--- config.mk ---
export PLATFORM = sky130hd
export DESIGN_NAME = draw_rect_overlay
export DESIGN_NICKNAME = d
export VERILOG_FILES = /design/src/rtl/draw_rect_overlay.sv
export SDC_FILE = /design/constraint.sdc
export NUM_CORES = 1
export LEC_CHECK = 0
export BUFFER_PORTS_ARGS = -buffer_cell sky130_fd_sc_hd__buf_2
export CAP_MARGIN = 30
export CORE_MARGIN = 2
export CORE_UTILIZATION = 35
export CTS_CLUSTER_SIZE = 28
export DETAILED_ROUTE_END_ITERATION = 8
export PLACE_DENSITY = 0.51
export SLEW_MARGIN = 20
export SYNTH_ARGS = -nofsm -noshare
export SYNTH_HDL_FRONTEND = slang
export SYNTH_SLANG_ARGS = --single-unit
export TNS_END_PERCENT = 5
--- constraint.sdc ---
create_clock -name pclk -period 3.3 [get_ports pclk]
set_input_delay 0.495 -clock pclk [delete_from_list [all_inputs] [get_ports pclk]]
set_output_delay 0.495 -clock pclk [all_outputs]
set_load 0.05 [all_outputs]
--- src/rtl/draw_rect_overlay.sv ---
// Two-stage pixel pipeline that overlays a bordered, filled rectangle on the video stream.
// The rectangle position is latched at the start of vertical blanking so a frame never tears.
module draw_rect_overlay #(
    parameter int          RECT_WIDTH   = 64,
    parameter int          RECT_HEIGHT  = 48,
    parameter int          BORDER       = 2,
    parameter logic [11:0] FILL_COLOR   = 12'h0F0,
    parameter logic [11:0] BORDER_COLOR = 12'hFFF
) (
    input  logic        pclk,
    input  logic        reset,
    input  logic [10:0] hcount_in,
    input  logic [10:0] vcount_in,
    input  logic        hsync_in,
    input  logic        vsync_in,
    input  logic        hblnk_in,
    input  logic        vblnk_in,
    input  logic [11:0] rgb_in,
    input  logic [11:0] xpos,
    input  logic [11:0] ypos,
    output logic [10:0] hcount_out,
    output logic [10:0] vcount_out,
    output logic        hsync_out,
    output logic        vsync_out,
    output logic        hblnk_out,
    output logic        vblnk_out,
    output logic [11:0] rgb_out
);

    localparam logic [12:0] RW = 13'(RECT_WIDTH);
    localparam logic [12:0] RH = 13'(RECT_HEIGHT);
    localparam logic [12:0] BW = 13'(BORDER);

    logic        vblnkPrev_q;
    logic [11:0] xposL_q, xposL_d;
    logic [11:0] yposL_q, yposL_d;

    logic [10:0] hcountS1_q, vcountS1_q;
    logic        hsyncS1_q, vsyncS1_q, hblnkS1_q, vblnkS1_q;
    logic [11:0] rgbS1_q;
    logic        inRectS1_q, inRectS1_d;
    logic        inInnerS1_q, inInnerS1_d;

    logic [10:0] hcountS2_q, vcountS2_q;
    logic        hsyncS2_q, vsyncS2_q, hblnkS2_q, vblnkS2_q;
    logic [11:0] rgbS2_q, rgbS2_d;

    logic [12:0] hExt, vExt, xExt, yExt;

    always_comb begin
        xposL_d = xposL_q;
        yposL_d = yposL_q;
        if (vblnk_in && !vblnkPrev_q) begin
            xposL_d = xpos;
            yposL_d = ypos;
        end
    end

    always_ff @(posedge pclk) begin
        if (reset) begin
            vblnkPrev_q <= 1'b0;
            xposL_q     <= '0;
            yposL_q     <= '0;
        end else begin
            vblnkPrev_q <= vblnk_in;
            xposL_q     <= xposL_d;
            yposL_q     <= yposL_d;
        end
    end

    // 13-bit compares keep position + size from wrapping past the 12-bit position range.
    assign hExt = {2'b00, hcount_in};
    assign vExt = {2'b00, vcount_in};
    assign xExt = {1'b0, xposL_q};
    assign yExt = {1'b0, yposL_q};

    always_comb begin
        inRectS1_d  = (hExt >= xExt) && (hExt < xExt + RW) &&
                      (vExt >= yExt) && (vExt < yExt + RH);
        inInnerS1_d = (hExt >= xExt + BW) && (hExt < xExt + RW - BW) &&
                      (vExt >= yExt + BW) && (vExt < yExt + RH - BW);
    end

    always_ff @(posedge pclk) begin
        if (reset) begin
            hcountS1_q  <= '0;
            vcountS1_q  <= '0;
            hsyncS1_q   <= 1'b0;
            vsyncS1_q   <= 1'b0;
            hblnkS1_q   <= 1'b0;
            vblnkS1_q   <= 1'b0;
            rgbS1_q     <= '0;
            inRectS1_q  <= 1'b0;
            inInnerS1_q <= 1'b0;
        end else begin
            hcountS1_q  <= hcount_in;
            vcountS1_q  <= vcount_in;
            hsyncS1_q   <= hsync_in;
            vsyncS1_q   <= vsync_in;
            hblnkS1_q   <= hblnk_in;
            vblnkS1_q   <= vblnk_in;
            rgbS1_q     <= rgb_in;
            inRectS1_q  <= inRectS1_d;
            inInnerS1_q <= inInnerS1_d;
        end
    end

    always_comb begin
        rgbS2_d = rgbS1_q;
        if (hblnkS1_q || vblnkS1_q) begin
            rgbS2_d = 12'h000;
        end else if (inInnerS1_q) begin
            rgbS2_d = FILL_COLOR;
        end else if (inRectS1_q) begin
            rgbS2_d = BORDER_COLOR;
        end
    end

    always_ff @(posedge pclk) begin
        if (reset) begin
            hcountS2_q <= '0;
            vcountS2_q <= '0;
            hsyncS2_q  <= 1'b0;
            vsyncS2_q  <= 1'b0;
            hblnkS2_q  <= 1'b0;
            vblnkS2_q  <= 1'b0;
            rgbS2_q    <= '0;
        end else begin
            hcountS2_q <= hcountS1_q;
            vcountS2_q <= vcountS1_q;
            hsyncS2_q  <= hsyncS1_q;
            vsyncS2_q  <= vsyncS1_q;
            hblnkS2_q  <= hblnkS1_q;
            vblnkS2_q  <= vblnkS1_q;
            rgbS2_q    <= rgbS2_d;
        end
    end

    assign hcount_out = hcountS2_q;
    assign vcount_out = vcountS2_q;
    assign hsync_out  = hsyncS2_q;
    assign vsync_out  = vsyncS2_q;
    assign hblnk_out  = hblnkS2_q;
    assign vblnk_out  = vblnkS2_q;
    assign rgb_out    = rgbS2_q;

endmodule

==> metrics <==
Final Total Pwr 3.00 mW; max-slew violations 0; initial antenna violation count 0; fin crit period 2.98 ns; Die Wd 131 um; Post-Place Cells 923; ANT cells 0; Initial DRC Count 326; Final setup viols 0; adder-cell area share of the yosys netlist 17.3%; Simple-Gate Fraction of Synth Area 20.7%; starting density of the core 35.6%; input/output buffers 101; GRT Total Usage 17.4%; synth warn 0; Syn Inst Count 628; Max clock buf depth 2; register bit total from synthesis 102; Via density 4.87; CTS tree yes; Compound-Gate Fraction of Synth Area 14.6%; CTS Buf Count 9; CP max FO 7; first-pass GRT wire length 23,100 um; Post-CTS Setup Repair Bufs 0; root buf cell clkbuf_16; Most used DFF post-synth dfxtp_1; setup ws final 0.320 ns; worst-skew pair later-pin latency 0.36 ns; Post-Route WL 14,200 um; synth unique cells 61; Routed Antenna Nets 0; Clock Skews 0.00883 ns; Hold Vio Cnt, Final 0; largest stage delay on the critical path 0.35 ns; Mean Syn Cell Area 8.98 um^2; vias post-DR 4,575; clk slew on worst S/H paths 0.08 ns; hpwl dp 11,000 um; P per Cell Area 451 nW/um^2; CP cell instances inv_1, ha_1, xor2_1, and3_1, nand2_1, xnor2_1, ha_1, nand2_1, nor2_1, a2111oi_0, a21oi_1, o32ai_1, and3_1; multiplexer area fraction after synthesis 0.200%; fin crit share 90.3%; Achievable Freq 336 MHz; routed len/inst 15.1 um; crit path kind flip-flop to flip-flop; Post-DP Area 6330 um^2; Core Area 15,800 um^2; layout cells sized above 1 19.1%; number of detailed-route iterations in the first pass 4; residual DRC count 0; status finished clean; post-cts sizing count 0; final core utilization 42.0%; WP data arrival 3.29 ns; RSZ-0062 raised after global routing no; hold buffer count at CTS 0; max_slew headroom 55.8%; Seq/Total Area, Yosys 36.2%; main combinational cell family by area after synthesis simple AND/OR/NAND/NOR gates; post-route cell area 6650 um^2; fin cells 940; fraction of registers with async set/reset 0%; worst hold slack 0.341 ns; Critical Path RT 3.61 ns; Leak 2.88 nW; Ports 102; gpl congestion 0.907; die area 17,100 um^2; crit end category flip-flop; Mapped Area 5640 um^2; Die Ht 131 um; # rows 46; CTS sink cnt 102; Post-Place Setup Slack 0.358 ns; Area Overhead vs Synth 18.0%; Post-synth EDFFs 0; Max Cap Violations 0; xor/xnor share of the synthesized area 6.64%; Hold WC Path Type input pin to flip-flop; largest net degree at the start of global routing 36; Slew @ Worst Pin 0.646 ns; htree depth 3; Syn Nets 769; vias in the first global route 4,512; Worst setup SP type flip-flop; Final #Nets 860; setup TNS 0 ns; GRT overflow 0; Max VDD drop 269 uV; Critical-path top delay cell a2111oi_0
-- cell usage in the layout (no fill, tap or decap), drive strengths merged, types with 2 or more instances in the layout --
| cell | instances |
|---|---|
| or3b | 2 |
| o211ai | 7 |
| and3 | 7 |
| buf | 109 |
| nor4 | 6 |
| nand2b | 5 |
| a211oi | 2 |
| o21ai | 17 |
| o21a | 10 |
| dfxtp | 102 |
| xnor2 | 36 |
| nor2 | 27 |
| inv | 33 |
| nand4 | 11 |
| a21oi | 42 |
| clkbuf | 10 |
| nand3 | 14 |
| o31ai | 2 |
| a211o | 2 |
| a31oi | 5 |
| a21o | 7 |
| a21boi | 2 |
| or3 | 3 |
| ha | 77 |
| a31o | 2 |
| a2111oi | 4 |
| xor2 | 5 |
| or4 | 2 |
| a221o | 3 |
| nand2 | 65 |
| nor3 | 10 |
| clkinv | 3 |
| nor2b | 68 |
| o31a | 5 |
-- cell type report --
cell class | instances | area (um^2)
inverters | 30 | 113
well taps | 216 | 270
repair buffers | 109 | 573
fillers | 1620 | 9170
flip-flops and latches | 102 | 2040
clock inverters | 6 | 65.1
clock buffers | 10 | 239
multi-input cells | 467 | 3350
-- routing by layer --
layer  track usage, %  routed length, um  vias up
met5                0                  0        -
met4             4.69                191        0
met3             4.64                801       16
met2             27.5               6250      127
met1             23.6               6940     2072
li1                 -                  -     2360
-- registers in the layout (all words and copies together) (netlist names), 11 cells and up --
name and cells:
rgbS1_q 12, hcountS1_q 11, rgb_out 12, xposL_q 12, hcount_out 11, yposL_q 12
vcountS1_q 11, vcount_out 11
-- cell usage after synthesis (all sizes together) (10+ instances only) --
cell type	n	area share, %
clkbuf	25	1.8
inv	30	2.0
nand4	11	1.2
nand2	65	4.3
nor2b	68	7.5
nor2	27	1.8
nor3	10	0.89
dfxtp	102	36
a21oi	42	3.7
ha	77	17
o21a	10	1.3
o21ai	17	1.7
nand3	14	1.2
xnor2	36	5.9
-- final timing paths --
| path | from | to | slack, ns | cells after the start |
|---|---|---|---|---|
| worst min-delay path | vsync_in | vsyncS1_q | 0.34 | 2 |
| worst max-delay path | yposL_q[4] | inInnerS1_q | 0.32 | 13 |
| worst min register to register | rgbS1_q[1] | rgb_out[1] | 0.43 | 1 |
| worst max register to register | yposL_q[4] | inInnerS1_q | 0.32 | 13 |
-- cell families (layout without fill, tap and decap cells) --
group / after synthesis / count (layout)
xor+xnor: 41 / 41
mux: 1 / 1
buf+inv: 59 / 155
fa+ha+maj: 78 / 78
simple gates: 225 / 225
flops: 102 / 102
compound gates: 122 / 122
-- worst max-delay path: cells and delay by family, from the launching register on --
family | cells | cell delay, ns
simple gates | 5 | 0.70
fa+ha+maj | 2 | 0.66
compound gates | 3 | 0.61
xor+xnor | 2 | 0.47
flops | 1 | 0.31
buf+inv | 1 | 0.17
-- power breakdown --
group / total [mW] / leakage, nW / internal, mW / switching [mW]
combinational: 0.601 / 1.89 / 0.245 / 0.356
sequential: 1.33 / 0.842 / 1.29 / 0.0437
clock: 1.07 / 0.150 / 0.555 / 0.514
total: 3.00 / 2.88 / 2.09 / 0.913
Note: power is estimated with default switching activity, not from simulation.
